$ cat src/rtl/cpu_thread_switch_pkg.sv
// Shared types and defaults for the hardware thread scheduler.
// Optional feature macro: CPU_THREAD_TIMESLICE_EN (forced switch after TIMESLICE RUN cycles).
package cpu_thread_switch_pkg;

    localparam int CPU_TS_N_THREADS = 4;
    localparam int CPU_TS_TIMESLICE = 64;

    typedef enum logic [2:0] {
        CPU_TS_IDLE,
        CPU_TS_SELECT,
        CPU_TS_LOAD,
        CPU_TS_RUN,
        CPU_TS_SAVE
    } cpu_ts_state_t;

    // Width of a thread index; at least one bit.
    function automatic int cpu_ts_idx_w(input int n);
        return (n > 1) ? $clog2(n) : 1;
    endfunction

endpackage

$ cat src/rtl/cpu_thread_switch_rr_select.sv
// Combinational round-robin finder: first ready bit at or after start, wrapping at N.
// Shared with the unit arbiters; start must be below N.
module cpu_thread_switch_rr_select
    import cpu_thread_switch_pkg::*;
#(
    parameter int N = CPU_TS_N_THREADS,
    parameter int W = cpu_ts_idx_w(N)
) (
    input  logic [N-1:0] ready,
    input  logic [W-1:0] start,
    output logic         found,
    output logic [W-1:0] index
);

    int           k;
    logic [W-1:0] kk;

    // Scan N candidates from start; the wrap is modulo N, not 2**W.
    always_comb begin
        found = 1'b0;
        index = '0;
        k     = 0;
        kk    = '0;
        for (int i = 0; i < N; i++) begin
            k = int'(start) + i;
            if (k >= N) begin
                k = k - N;
            end
            kk = W'(k);
            if (!found && ready[kk]) begin
                found = 1'b1;
                index = kk;
            end
        end
    end

endmodule

$ cat src/rtl/cpu_thread_switch.sv
// Thread scheduler: round-robin pick, save outgoing context, load incoming, run.
// Optional: define CPU_THREAD_TIMESLICE_EN to force a switch every TIMESLICE RUN cycles.
module cpu_thread_switch
    import cpu_thread_switch_pkg::*;
#(
    parameter int N_THREADS = CPU_TS_N_THREADS,
    localparam int N_THREADS_MSB = cpu_ts_idx_w(N_THREADS) - 1
`ifdef CPU_THREAD_TIMESLICE_EN
    ,
    parameter int TIMESLICE = CPU_TS_TIMESLICE
`endif
) (
    input  logic                   CLK,
    input  logic                   RESET,
    input  logic [N_THREADS-1:0]   thread_ready,
    input  logic                   switch_req,
    output logic [N_THREADS_MSB:0] thread_num,
    output logic                   load_en,
    output logic                   save_en,
    output logic                   run,
    output logic                   switch_done
);

    localparam int W = N_THREADS_MSB + 1;
    localparam logic [W-1:0] LAST_IDX = W'(N_THREADS - 1);

    cpu_ts_state_t state;
    logic [W-1:0]  last;
    logic [W-1:0]  start;
    logic          found;
    logic [W-1:0]  found_idx;
    logic          leave_run;

`ifdef CPU_THREAD_TIMESLICE_EN
    localparam int TS_W = $clog2(TIMESLICE) + 1;
    logic [TS_W-1:0] slice_cnt;
    assign leave_run = switch_req || (slice_cnt == TS_W'(TIMESLICE - 1));
`else
    assign leave_run = switch_req;
`endif

    // The previously chosen thread is searched last.
    assign start = (last == LAST_IDX) ? '0 : last + 1'b1;

    cpu_thread_switch_rr_select #(
        .N (N_THREADS),
        .W (W)
    ) u_rr (
        .ready (thread_ready),
        .start (start),
        .found (found),
        .index (found_idx)
    );

    // Scheduler FSM; every output is a flop so inputs never reach outputs combinationally.
    always_ff @(posedge CLK or posedge RESET) begin
        if (RESET) begin
            state       <= CPU_TS_IDLE;
            thread_num  <= '0;
            last        <= LAST_IDX;
            load_en     <= 1'b0;
            save_en     <= 1'b0;
            run         <= 1'b0;
            switch_done <= 1'b0;
`ifdef CPU_THREAD_TIMESLICE_EN
            slice_cnt   <= '0;
`endif
        end else begin
            load_en     <= 1'b0;
            save_en     <= 1'b0;
            switch_done <= 1'b0;
            unique case (state)
                CPU_TS_IDLE: begin
                    run   <= 1'b0;
                    state <= CPU_TS_SELECT;
                end
                CPU_TS_SELECT: begin
                    run <= 1'b0;
                    if (found) begin
                        thread_num <= found_idx;
                        last       <= found_idx;
                        load_en    <= 1'b1;
                        state      <= CPU_TS_LOAD;
                    end
                end
                CPU_TS_LOAD: begin
                    run         <= 1'b1;
                    switch_done <= 1'b1;
                    state       <= CPU_TS_RUN;
`ifdef CPU_THREAD_TIMESLICE_EN
                    slice_cnt   <= '0;
`endif
                end
                CPU_TS_RUN: begin
                    if (leave_run) begin
                        run     <= 1'b0;
                        save_en <= 1'b1;
                        state   <= CPU_TS_SAVE;
                    end
`ifdef CPU_THREAD_TIMESLICE_EN
                    else begin
                        slice_cnt <= slice_cnt + 1'b1;
                    end
`endif
                end
                CPU_TS_SAVE: begin
                    run   <= 1'b0;
                    state <= CPU_TS_SELECT;
                end
                default: begin
                    run   <= 1'b0;
                    state <= CPU_TS_IDLE;
                end
            endcase
        end
    end

endmodule
$ cat config.mk
export PLATFORM = sky130hd
export DESIGN_NAME = cpu_thread_switch
export DESIGN_NICKNAME = d
export VERILOG_FILES = /design/src/rtl/cpu_thread_switch_pkg.sv /design/src/rtl/cpu_thread_switch_rr_select.sv /design/src/rtl/cpu_thread_switch.sv
export SDC_FILE = /design/constraint.sdc
export NUM_CORES = 1
export LEC_CHECK = 0
export BUFFER_PORTS_ARGS = -buffer_cell sky130_fd_sc_hd__buf_2
export CORE_AREA = 2 2 39 41
export CTS_BUF_LIST = sky130_fd_sc_hd__clkbuf_2 sky130_fd_sc_hd__clkbuf_4 sky130_fd_sc_hd__clkbuf_8
export CTS_CLUSTER_SIZE = 12
export DETAILED_ROUTE_END_ITERATION = 10
export DIE_AREA = 0 0 41 43
export SLEW_MARGIN = 20
export SYNTH_ARGS = -nofsm -noshare
export SYNTH_HDL_FRONTEND = slang
export SYNTH_SLANG_ARGS = --single-unit
$ cat constraint.sdc
create_clock -name CLK -period 2.4 [get_ports CLK]
set_input_delay 0.12 -clock CLK [delete_from_list [all_inputs] [get_ports CLK]]
set_output_delay 0.12 -clock CLK [all_outputs]
set_load 0.03 [all_outputs]
==> flow_metrics.tcl <==
set metrics [dict create \
    switchingPower_uw 362 \
    final_layout_size_suffix_gt1_frac 0.358 \
    overflow 0 \
    grt_pass1_wl_um 1640 \
    critPathTopFamily "flip-flops" \
    synth_seq_cells 11 \
    worstMarginPinSlew_ns 0.820 \
    diodes 0 \
    drc 0 \
    grt_pass1_vias 395 \
    setup_violations 0 \
    cp_max_fo 5 \
    core_area_sq_um 1380 \
    final_max_slew_viol_count 0 \
    ys_types 25 \
    post-route-period-util 0.718 \
    rsz0062_at_grt "no" \
    cts-root-buf "clkbuf_4" \
    fin_crit_ns 1.72 \
    cp_data_arrival_time_ns 1.90 \
    post_cts_buffers 0 \
    syn_area_per_cell_sq_um 10.9 \
    die_area_sq_um 1760 \
    path_cells "ha_1 -> mux2_2 -> a211o_1 -> o31ai_1" \
    critPathMaxStageDelay_ns 0.56 \
    area_growth_pct 22.1 \
    cts_sinks 11 \
    drtPass1Iterations 4 \
    ios 13 \
    grt_max_degree 12 \
    vias 436 \
    path_class "reg -> reg" \
    max_freq_mhz 581 \
    max-cap-violations 0 \
    p_int_uw 542 \
    p_comb_frac 0.482 \
    antenna_left 0 \
    cts-htree-levels 1 \
    seq_area_frac_synth 0.512 \
    yosys.area.top_type_share 0.415 \
    cts_tree "built" \
    rows 14 \
    power_density_nw_per_um2 1360 \
    final_common_cell "buf_2" \
    track_usage 0.145 \
    ys_warn_count 0 \
    critPathSlowestCell "dfstp_2" \
    fillCellCount 141 \
    wl_per_cell_um 11.9 \
    place_hpwl_um 726 \
    syn_inst 50 \
    clock_path_buffers 2 \
    hp-class "in -> reg" \
    layout.nets 76 \
    pwr-share-clk 0.150 \
    synth_top_cell_by_area "dfrtp_1" \
    whs_ns 0.130 \
    cts_made_buffers 3 \
    max-slew-margin-rel 0.448 \
    status "complete, no violations" \
    path_clk_slew_ns 0.07 \
    gp_congestion 0.834 \
    cts_hold_buf 1 \
    hold_violations 0 \
    vias_per_cell 5.25 \
    critPathBufInv 0 \
    synthesis.area_sq_um 543 \
    clock_latency_ns 0.26 \
    die_x_um 41 \
    seqPwrFrac 0.368 \
    drt_iter0_drc 5 \
    die_h_um 43 \
    synth_fp_nets 58 \
    start_util 0.392 \
    p_sw_frac 0.400 \
    drt_wl_total_um 986 \
    p_leak_uw 0.000333 \
    io_buffers 12 \
    setup_tns_ns 0 \
    final_cell_mix "buf_2 (12), dfrtp_1 (9), o21ai_0 (5), o31ai_1 (5), clkbuf_4 (4)" \
    crit_path_start_kind "flop" \
    ir_drop_v 0.000649 \
    worstPathRequired_ns 2.58 \
    yosys-top-cells-area "dfrtp_1 (41%), dfstp_2 (9.7%), o31ai_1 (6.9%)" \
    end_kind "flop" \
    worst_clock_skew_ns 0.00394 \
    cts_resized 0 \
    antenna_found_initial 0 \
]
[synthesized netlist by cell type]
cell type and count:
dfrtp_1 9, nand2_1 2, dfstp_2 2, or4_1 1
inv_1 2, o2bb2ai_1 1, a22oi_1 1, and2_2 1
or2b_2 1, o21bai_1 1, and2b_1 1, a211o_1 1
nand2b_4 1, nand2b_1 3, o21ai_0 5, o31ai_1 5
nor4_1 1, nor2_1 3, o211a_1 1, or3b_4 1
ha_1 1, mux2_2 1, or2_2 1, nand3b_1 1
a21oi_1 3
[power by group through the flow]
stage	logic [uW]	registers [uW]	clock network, uW
after detailed placement	433	337	0
after global routing	485	346	153
after global placement	428	334	0
final	435	333	136
after CTS	435	334	140
after floorplan	260	407	0
[routing by layer]
layer  global-route usage  vias to the layer above  routed length [um]
met4                0.120                        0                  33
met3               0.0471                        4                  44
met1                0.209                      201                 506
li1                     -                      219                   -
met2                0.166                       12                 402
met5                    0                        -                   0
[state kept, by name, summed over array words and instances, names as in the netlist]
register and count:
save_en 1, run 1, thread_num 2, switch_done 1, state 3, last 2, load_en 1
[path summary, 6_finish.rpt]
kind | start | endpoint | slack (ns) | cells after the start
setup / recovery | last[0]$_DFFE_PP1P_ | last[0]$_DFFE_PP1P_ | 0.68 | 4
hold / removal | switch_req | run$_DFFE_PP0P_ | 0.13 | 3
setup reg to reg | last[0]$_DFFE_PP1P_ | last[0]$_DFFE_PP1P_ | 0.68 | 4
hold reg to reg | state[2]$_DFFE_PP0P_ | state[1]$_DFFE_PP0P_ | 0.48 | 1
max in group asynchronous | RESET | last[0]$_DFFE_PP1P_ | 1.71 | 3
min in group asynchronous | RESET | load_en$_DFF_PP0_ | 0.37 | 3
[cell type report]
type / instances / area (sq um) / share of cell area
clock buffer: 4 / 30.0 / 0.0453
multi-input combinational: 37 / 258 / 0.389
tap: 16 / 20.0 / 0.0302
inverter: 2 / 7.51 / 0.0113
timing repair buffer: 13 / 70.1 / 0.106
sequential: 11 / 278 / 0.419
[worst register-to-register path, cell delays in order (launching register included)]
cell     delay [ns]
dfstp_2        0.56
ha_1           0.28
mux2_2         0.29
a211o_1        0.30
o31ai_1        0.20
[through the flow]
| step | power [uW] | worst slack [ns] | std cells | util | cell area (sq um) |
|---|---|---|---|---|---|
| floorplan | 667 | 0.770 | 50 | - | 543 |
| global placement | 763 | 0.731 | 78 | 0.450 | 623 |
| detailed placement | 770 | 0.691 | 78 | 0.450 | 623 |
| CTS | 909 | 0.678 | 83 | 0.479 | 663 |
| global route | 984 | 0.576 | 83 | 0.479 | 663 |
| finish | 904 | 0.678 | 83 | 0.479 | 663 |
[kinds of logic after synthesis]
group           count (synthesis)  share of synthesized area
simple gates                   17                      0.210
fa+ha+maj                       1                     0.0230
buf+inv                         2                     0.0138
mux                             1                     0.0207
flops                          11                      0.512
compound gates                 18                      0.221
No activity file was read; power rests on OpenSTA's default activity.
